`src/rtl/micro_processor_pkg.sv`:
```
// micro_processor_pkg: shared constants for the push-button ALU.
//   OPERAND_WIDTH : width of each unsigned operand packed into data_in
//   OP_*          : 3-bit opcode encodings selecting the ALU function
package micro_processor_pkg;

  localparam int unsigned OPERAND_WIDTH = 4;

  localparam logic [2:0] OP_NOP = 3'b000;
  localparam logic [2:0] OP_ADD = 3'b001;
  localparam logic [2:0] OP_AND = 3'b010;
  localparam logic [2:0] OP_OR  = 3'b011;
  localparam logic [2:0] OP_MUL = 3'b100;
  localparam logic [2:0] OP_SLT = 3'b101;
  localparam logic [2:0] OP_SGT = 3'b110;
  localparam logic [2:0] OP_XOR = 3'b111;

endpackage

```
`src/rtl/micro_processor_if.sv`:
```
// micro_processor_if: board-side signal bundle of the push-button ALU.
//   data_in  : operands, A = [7:4], B = [3:0]
//   pb       : raw active-high push buttons (asynchronous)
//   data_out : registered ALU result
//   opcode   : current opcode register
//   button   : debounced button levels
// master = board/stimulus side, slave = the processor.
interface micro_processor_if;

  logic [7:0] data_in;
  logic [2:0] pb;
  logic [7:0] data_out;
  logic [2:0] opcode;
  logic [2:0] button;

  modport master (
    output data_in,
    output pb,
    input  data_out,
    input  opcode,
    input  button
  );

  modport slave (
    input  data_in,
    input  pb,
    output data_out,
    output opcode,
    output button
  );

endinterface

```
`src/rtl/micro_processor_pb_debounce.sv`:
```
// micro_processor_pb_debounce: one-bit synchronizer + debouncer for a raw push button.
//   clk     : system clock
//   rst     : asynchronous active-low reset
//   i_raw   : raw, bouncy button input
//   o_level : debounced level
//   o_rise  : single-cycle strobe, high in the cycle whose edge raises o_level
module micro_processor_pb_debounce #(
  parameter int unsigned DEBOUNCE_CYCLES = 8,
  parameter int unsigned SYNC_STAGES     = 2
) (
  input  logic clk,
  input  logic rst,
  input  logic i_raw,
  output logic o_level,
  output logic o_rise
);

  localparam int unsigned CntW = (DEBOUNCE_CYCLES > 1) ? $clog2(DEBOUNCE_CYCLES) : 1;
  localparam logic [CntW-1:0] CntMax = CntW'(DEBOUNCE_CYCLES - 1);

  logic [SYNC_STAGES-1:0] r_sync;
  logic [CntW-1:0]        r_cnt;
  logic                   r_level;

  logic [CntW-1:0] w_cnt_d;
  logic            w_level_d;
  logic            w_synced;
  logic            w_differ;
  logic            w_flip;

  assign w_synced = r_sync[SYNC_STAGES-1];
  assign w_differ = (w_synced != r_level);
  assign w_flip   = w_differ && (r_cnt == CntMax);

  always_comb begin
    w_cnt_d   = '0;
    w_level_d = r_level;
    if (w_flip) begin
      w_level_d = w_synced;
    end else if (w_differ) begin
      w_cnt_d = r_cnt + 1'b1;
    end
  end

  always_ff @(posedge clk or negedge rst) begin
    if (!rst) begin
      r_sync  <= '0;
      r_cnt   <= '0;
      r_level <= 1'b0;
    end else begin
      // Shift the raw input in at bit 0; the oldest sample sits at the top.
      r_sync  <= (r_sync << 1) | SYNC_STAGES'(i_raw);
      r_cnt   <= w_cnt_d;
      r_level <= w_level_d;
    end
  end

  assign o_level = r_level;
  // Combinational so the opcode register toggles on the same edge the level rises.
  assign o_rise  = w_flip & w_synced;

endmodule

```
`src/rtl/micro_processor.sv`:
```
// micro_processor: 8-bit ALU whose opcode bits are toggled by debounced push buttons.
//   clk : system clock, rising edge
//   rst : asynchronous active-low reset
//   bus : slave side of micro_processor_if (data_in, pb in; data_out, opcode, button out)
module micro_processor
  import micro_processor_pkg::*;
#(
  parameter int unsigned DEBOUNCE_CYCLES = 8,
  parameter int unsigned SYNC_STAGES     = 2
) (
  input  logic             clk,
  input  logic             rst,
  micro_processor_if.slave bus
);

  logic [2:0] w_level;
  logic [2:0] w_rise;

  logic [OPERAND_WIDTH-1:0] w_a;
  logic [OPERAND_WIDTH-1:0] w_b;
  logic [7:0]               w_alu;

  logic [2:0] r_opcode;
  logic [7:0] r_data_out;

  for (genvar gi = 0; gi < 3; gi++) begin : g_pb
    micro_processor_pb_debounce #(
      .DEBOUNCE_CYCLES (DEBOUNCE_CYCLES),
      .SYNC_STAGES     (SYNC_STAGES)
    ) u_pb_debounce (
      .clk     (clk),
      .rst     (rst),
      .i_raw   (bus.pb[gi]),
      .o_level (w_level[gi]),
      .o_rise  (w_rise[gi])
    );
  end

  assign w_a = bus.data_in[7:4];
  assign w_b = bus.data_in[3:0];

  always_comb begin
    w_alu = 8'h00;
    unique case (r_opcode)
      OP_NOP:  w_alu = 8'h00;
      OP_ADD:  w_alu = {4'h0, w_a} + {4'h0, w_b};
      OP_AND:  w_alu = {4'h0, w_a & w_b};
      OP_OR:   w_alu = {4'h0, w_a | w_b};
      OP_MUL:  w_alu = {4'h0, w_a} * {4'h0, w_b};
      OP_SLT:  w_alu = {7'h00, (w_a < w_b)};
      OP_SGT:  w_alu = {7'h00, (w_a > w_b)};
      OP_XOR:  w_alu = {4'h0, w_a ^ w_b};
      default: w_alu = 8'h00;
    endcase
  end

  always_ff @(posedge clk or negedge rst) begin
    if (!rst) begin
      r_opcode   <= OP_NOP;
      r_data_out <= 8'h00;
    end else begin
      // Each press strobe flips its own opcode bit; simultaneous presses flip together.
      r_opcode   <= r_opcode ^ w_rise;
      r_data_out <= w_alu;
    end
  end

  assign bus.opcode   = r_opcode;
  assign bus.data_out = r_data_out;
  assign bus.button   = w_level;

endmodule

```
`src/flat_wrapper.sv`:
```
// flat-port wrapper written by rule: the top's interface ports become plain ports
module micro_processor_flat import micro_processor_pkg::*;
#(
  parameter int unsigned DEBOUNCE_CYCLES = 8,
  parameter int unsigned SYNC_STAGES     = 2
)
  (clk, rst, bus_data_in, bus_pb, bus_data_out, bus_opcode, bus_button);
  micro_processor_if bus_i ();
  input  logic clk;
  input  logic rst;
  input wire logic [$bits(bus_i.data_in)-1:0] bus_data_in;
  input wire logic [$bits(bus_i.pb)-1:0] bus_pb;
  output wire logic [$bits(bus_i.data_out)-1:0] bus_data_out;
  output wire logic [$bits(bus_i.opcode)-1:0] bus_opcode;
  output wire logic [$bits(bus_i.button)-1:0] bus_button;
  assign bus_i.data_in = bus_data_in;
  assign bus_i.pb = bus_pb;
  assign bus_data_out = bus_i.data_out;
  assign bus_opcode = bus_i.opcode;
  assign bus_button = bus_i.button;
  micro_processor #(.DEBOUNCE_CYCLES(DEBOUNCE_CYCLES), .SYNC_STAGES(SYNC_STAGES)) u_core (.clk(clk), .rst(rst), .bus(bus_i));
endmodule
```
`config.mk`:
```
export PLATFORM = sky130hd
export DESIGN_NAME = micro_processor_flat
export DESIGN_NICKNAME = d
export VERILOG_FILES = /design/src/rtl/micro_processor_pkg.sv /design/src/rtl/micro_processor_if.sv /design/src/rtl/micro_processor_pb_debounce.sv /design/src/rtl/micro_processor.sv /design/src/flat_wrapper.sv
export SDC_FILE = /design/constraint.sdc
export NUM_CORES = 1
export LEC_CHECK = 0
export CAP_MARGIN = 20
export CORE_MARGIN = 3
export CORE_UTILIZATION = 51
export CTS_BUF_LIST = sky130_fd_sc_hd__clkbuf_8
export DETAILED_ROUTE_END_ITERATION = 8
export GPL_ROUTABILITY_DRIVEN = 0
export GPL_TIMING_DRIVEN = 0
export PLACE_DENSITY = 0.88
export SLEW_MARGIN = 40
export SYNTH_ARGS = -nofsm -noshare
export SYNTH_HDL_FRONTEND = slang
export SYNTH_SLANG_ARGS = --single-unit
```
`constraint.sdc`:
```
create_clock -name clk -period 1.2 [get_ports clk]
set_clock_uncertainty 0.1 [all_clocks]
set_input_delay 0.24 -clock clk [delete_from_list [all_inputs] [get_ports clk]]
set_output_delay 0.24 -clock clk [all_outputs]
set_load 0.05 [all_outputs]
```
* After elaboration in Yosys (flattened, before gate mapping)
Index checks and enable logic that the tools add are counted.
Widths: inputs -> output; s select.
** Storage, ports and cells
- Bits in registers :: 29
- Input bits :: 13
- Word-level logic and storage cells :: 52
** Operators by class
- $add $sub $neg :: 4
- Order comparisons :: 2
- Multipliers :: 1
- Mux-type cells :: 7
- Reductions and logical operators :: 4
- Eq/ne operators :: 13
- Bitwise operators :: 10
** Operator list (count)
- $pmux 8 s8 :: 1
- $eq 3x3->1 const B :: 7
- $mux 3 :: 6
- $add 3x1->3 const B :: 3
- $mul 4x4->8 :: 1
- $eq 3x2->1 const B :: 2
- $or 2x1->2 :: 3
- $add 4x4->5 :: 1
- $and 4x4->4 :: 1
- $gt 4x4->1 :: 1
- $lt 4x4->1 :: 1
- $or 4x4->4 :: 1
- $xor 4x4->4 :: 1
- $and 1x1->1 :: 3
- $eq 3x1->1 const B :: 1
- $logic_and 1x1->1 :: 3
- $logic_not 3->1 :: 1
- $ne 1x1->1 :: 3
- $xor 3x3->3 :: 1

* Depth between registers and ports, before layout
- Word-level depth :: 4
- Depth in mapped cells :: 10
- Depth with buffers taken out :: 10

* Hierarchy
A second synthesis with hierarchy kept.
** Second synthesis, totals
- Cell total of the unflattened synthesis :: 185
- Area, all modules :: 1963.1 µm²
** By module, submodules not included
- micro_processor :: cells an instance 137, times used 1, area each 1302.5 µm², sequential area each 275.3 µm²
- micro_processor_pb_debounce :: cells an instance 16, times used 3, area each 220.2 µm², sequential area each 150.1 µm²

* Least setup slack after synthesis
OpenSTA, ideal clock, no wires.
- Path type :: input-to-reg
- Start point :: in bus_data_in[4]
- End point :: reg u_core.r_data_out[6], in the netlist u_core.bus.data_out[6]
- Buffers on the path :: 0
- Path slack :: -1397 ps
- Setup time :: 118 ps
- Required time :: 982 ps
- Arrival :: 2378 ps
- Stages :: 9
- Cell sequence :: nand2_1 -> fa_1 -> inv_1 -> fa_1 -> fa_1 -> a21o_1 -> a21oi_1 -> xor2_1 -> nor2_1
** On the way
- Cells in the longest elaborated chain, start to end :: 2
** RTL lines
- start: declaration :: RTL line flat_wrapper.sv:11 : input wire logic [$bits(bus_i.data_in)-1:0] bus_data_in;
- $mul 4x4->8 :: RTL line micro_processor.sv:49 : OP_MUL: w_alu = {4'h0, w_a} * {4'h0, w_b};
- $pmux 8 s8 :: RTL line micro_processor.sv:44 : unique case (r_opcode)
- via u_core.w_alu[6] :: RTL line micro_processor.sv:21 : logic [7:0] w_alu;
- end signal: assignment :: RTL line micro_processor.sv:64 : r_data_out <= w_alu;
- end: declaration :: RTL line micro_processor.sv:24 : logic [7:0] r_data_out;
The timed path passes the listed nets, and every way through them passes these cells.
A chain may end at the register's enable or synchronous reset.

* Worst setup path in the final report
- Start point :: in bus_data_in[1]
- End point :: reg u_core.r_data_out[3], in the netlist u_core.bus.data_out[3]
** On the way
- Cells in the longest elaborated chain, start to end :: 2
- Elaborated cells between the ends (all ways) :: 3
- Classes of those cells :: add/sub: 1; mul: 1; mux: 1
** RTL lines (RTL line)
- $mul 4x4->8 / $add 4x4->5 (equally long branches) :: micro_processor.sv:49, micro_processor.sv:46
- $pmux 8 s8 * :: micro_processor.sv:44
- via u_core.w_alu[3] :: micro_processor.sv:21
The timed path passes the listed nets; every way through them passes the cells marked *.

==> impl_metrics.csv <==
group,metric,value,unit
yosys,synth_area_leader_cell,"dfrtp_1",
die,io_pins,27,
timing,period_share,1.99,
routing,wl_met2,2780,um
critical_path,crit_fanout,4,
final_layout,fillCellCount,176,
clocking,cts_tree,"yes",
timing,setup_violations,14,
critical_path,critPathRequiredTime,1.27,ns
die,fp.coreArea,0.00342,mm2
routing,drtIter0Drc,136,
critical_path,r2r_end,"u_core.bus.data_out[3]$_DFF_PN0_",
final_layout,area_growth,55.2,%
timing,maxSlewHeadroom,0.741,
global_routing,grt_max_degree,30,
routing,first_pass_iters,4,
timing,whs,0.248,ns
final_layout,drive_gt1_frac,0.515,
critical_path,crit_path_end_kind,"flip-flop",
yosys,synth_fp_nets,232,
min_path,hold_path_end,"u_core.g_pb[1].u_pb_debounce.r_sync[1]$_DFF_PN0_",
yosys,yosys_warnings,0,
critical_path,worstRegToRegCells,5,
timing,rsz0062_at_grt,"true",
placement,place_hpwl,2810,um
yosys,synth_area,0.00186,mm2
routing,drt-met1-wl,1920,um
final_layout,seqCellArea,731,um2
clocking,clock_path_buffers,2,
die,dieArea,0.00442,mm2
global_routing,grt_pass1_vias,1500,
placement,post-place-ws,-2.16,ns
critical_path,crit_type,"input port to flip-flop",
routing,vias_per_cell,5.65,
routing,wl_per_cell,18.7,um
global_routing,overflow,0,
routing,wl_met3,219,um
final_layout,layout_commonest_cell,"dfrtp_1",
run_status,violations,"negative setup slack",
yosys,synth.distinct_cells,33,
yosys,synthCells,184,
die,num_rows,21,
critical_path,cp.arrival,2.45,ns
critical_path,startpoint_type,"input port",
run_status,outcome,"complete, but fails checks",
yosys,synth_seq_cells,29,
power,p_leak,1.33,nW
critical_path,regToRegSetupSlack,-0.31,ns
placement,placed_area,0.00226,mm2
clocking,clkSlewWorstSetupHoldPaths,0.06,ns
die,die_y,66.5,um
routing,num_vias,1566,
routing,antenna_left,0,
critical_path,reg2reg_from,"u_core.bus.opcode[2]$_DFF_PN0_",
yosys,synth_area_leaders,"dfrtp_1, ha_1, fa_1",
clocking,htreeDepth,2,
clocking,clock-sinks,29,
critical_path,cp_slowest_stage_delay,0.57,ns
job,drv_cap,0,
final_layout,nNetsFinal,278,
yosys,ys_seq_area_frac,0.389,
critical_path,slowest_stage,"fa_2",
timing,hold_viol,0,
die,die_x,66.5,um
timing,fmax,420,MHz
clocking,clock_latency,0.28,ns
final_layout,design_area,0.00289,mm2
clocking,cts_root_buf,"clkbuf_8",
min_path,min_from,"u_core.g_pb[1].u_pb_debounce.r_sync[0]$_DFF_PN0_",
final_layout,final_util,0.847,
timing,setup_ws,-1.18,ns
routing,top_layer_used,"met4",
routing,routed_wl,5190,um
global_routing,antenna_found_initial,0,
timing,slew_violations,0,
yosys,syn_avg_cell_area,10.1,um2
power,power,0.00559,W
global_routing,track_usage,0.215,
die,start_util,0.546,
critical_path,path_common_cell,"fa_2",
critical_path,crit_path_cell_trace,"buf_12 > nand2_8 > fa_1 > inv_2 > fa_2 > fa_2 > a22oi_2 > o22ai_1 > a31o_1",
timing,min_period,2.38,ns
power,peakVddDrop,0.812,mV
placement,numPortBuffers,26,
global_routing,grt_pass1_wl,6890,um
final_layout,layout_common_cells,"dfrtp_1, buf_4, nor2_1, ha_4, buf_6",
min_path,hold_path.class,"flip-flop to flip-flop",
clocking,cts_buffers,5,
routing,drc_errors,0,
power,powerDensity,1930,mW/mm2
min_path,holdPathStages,0,
final_layout,antenna_cells,0,
final_layout,multiInputGateArea,0.00145,mm2
yosys,synth_top_area_frac,0.389,
timing,worst_pin_slew,0.388,ns
[report_power, final]
part           total, W  internal [W]  switching [W]
clock           0.00104      0.000667       0.000372
sequential      0.00150       0.00127       0.000229
combinational   0.00305       0.00135        0.00170
[state kept, by name, indices dropped and copies added (netlist names)]
name                               cells
u_core.bus.data_out                    8
u_core.bus.opcode                      3
u_core.g_pb.u_pb_debounce.o_level      3
u_core.g_pb.u_pb_debounce.r_cnt        9
u_core.g_pb.u_pb_debounce.r_sync       6
[metrics by stage]
step	setup TNS (ns)	instances
after global placement	-35.28	256
after CTS	-6.59	273
after detailed placement	-18.25	256
final	-6.82	277
after floorplan	-6.71	184
after global routing	-7.61	277
[kinds of logic (layout without fill, tap and decap cells)]
| group | count (synthesis) | after routing | synth area share |
|---|---|---|---|
| multiplexers | 1 | 1 | 0.00537 |
| XOR/XNOR | 11 | 11 | 0.0517 |
| AO/OA/AOI/OAI | 30 | 30 | 0.105 |
| flip-flops | 29 | 29 | 0.389 |
| AND/OR/NAND/NOR | 54 | 54 | 0.136 |
| adder cells (fa/ha/maj) | 35 | 35 | 0.255 |
| buffers and inverters | 24 | 71 | 0.0577 |
[layout make-up]
cell class              count  share of cell area
clock buffers               6              0.0285
multi-input cells         131               0.500
well taps                  46              0.0199
clock inverters             2              0.0117
inverters                  17              0.0277
flip-flops and latches     29               0.253
plain buffers               5              0.0138
repair buffers             41               0.146
[critical path, delay by kind of cell]
kind | cells | cell delay (ns)
adder cells (fa/ha/maj) | 3 | 1.54
AO/OA/AOI/OAI | 3 | 0.48
buffers and inverters | 2 | 0.15
AND/OR/NAND/NOR | 1 | 0.04
[per-layer routing]
| metal | vias up | GRT usage |
|---|---|---|
| li1 | 710 | - |
| met1 | 765 | 0.249 |
| met2 | 66 | 0.378 |
| met3 | 25 | 0.0388 |
| met4 | 0 | 0.107 |
| met5 | - | 0 |
[synthesized netlist by cell type]
cell / instances
nand4b_1: 1
fa_1: 5
nor2_1: 24
o21ai_2: 1
nand3_1: 2
and2_1: 6
ha_1: 30
o21ai_1: 2
buf_4: 4
o211ai_1: 3
and2b_1: 1
inv_2: 1
or4_1: 1
o21ai_0: 3
nor3_1: 4
nand2_1: 9
xnor2_1: 6
a221oi_1: 2
dfrtp_1: 29
a21o_1: 5
a21oi_1: 9
clkbuf_1: 1
nor3b_1: 1
mux2i_1: 1
nor2b_1: 1
xor2_1: 5
o22ai_1: 1
buf_2: 2
a22oi_1: 2
a21oi_2: 1
inv_1: 16
a31o_1: 1
nand4_1: 4
[worst max-delay path by stage]
| stage | start | end | slack [ns] | cells past startpoint |
|---|---|---|---|---|
| 6_report | bus_data_in[1] | u_core.bus.data_out[3]$_DFF_PN0_ | -1.18 | 9 |
| 5_1_grt | bus_data_in[5] | u_core.bus.data_out[3]$_DFF_PN0_ | -1.22 | 9 |
| 4_1_cts | bus_data_in[5] | u_core.bus.data_out[3]$_DFF_PN0_ | -1.20 | 9 |
| 3_3_place_gp | bus_data_in[1] | u_core.bus.data_out[3]$_DFF_PN0_ | -2.13 | 9 |
| 2_1_floorplan | bus_data_in[6] | u_core.bus.data_out[3]$_DFF_PN0_ | -1.27 | 8 |
| 3_5_place_dp | bus_data_in[1] | u_core.bus.data_out[3]$_DFF_PN0_ | -2.16 | 9 |
[timing repair]
action	4_1_cts	5_1_grt
endpoints found under the hold margin	29	0
setup endpoints to repair	33	39
gates resized for setup	180	47
buffers inserted	10	6
pin swaps	30	26
hold buffers	1	0
(Power assumes the default switching activity.)
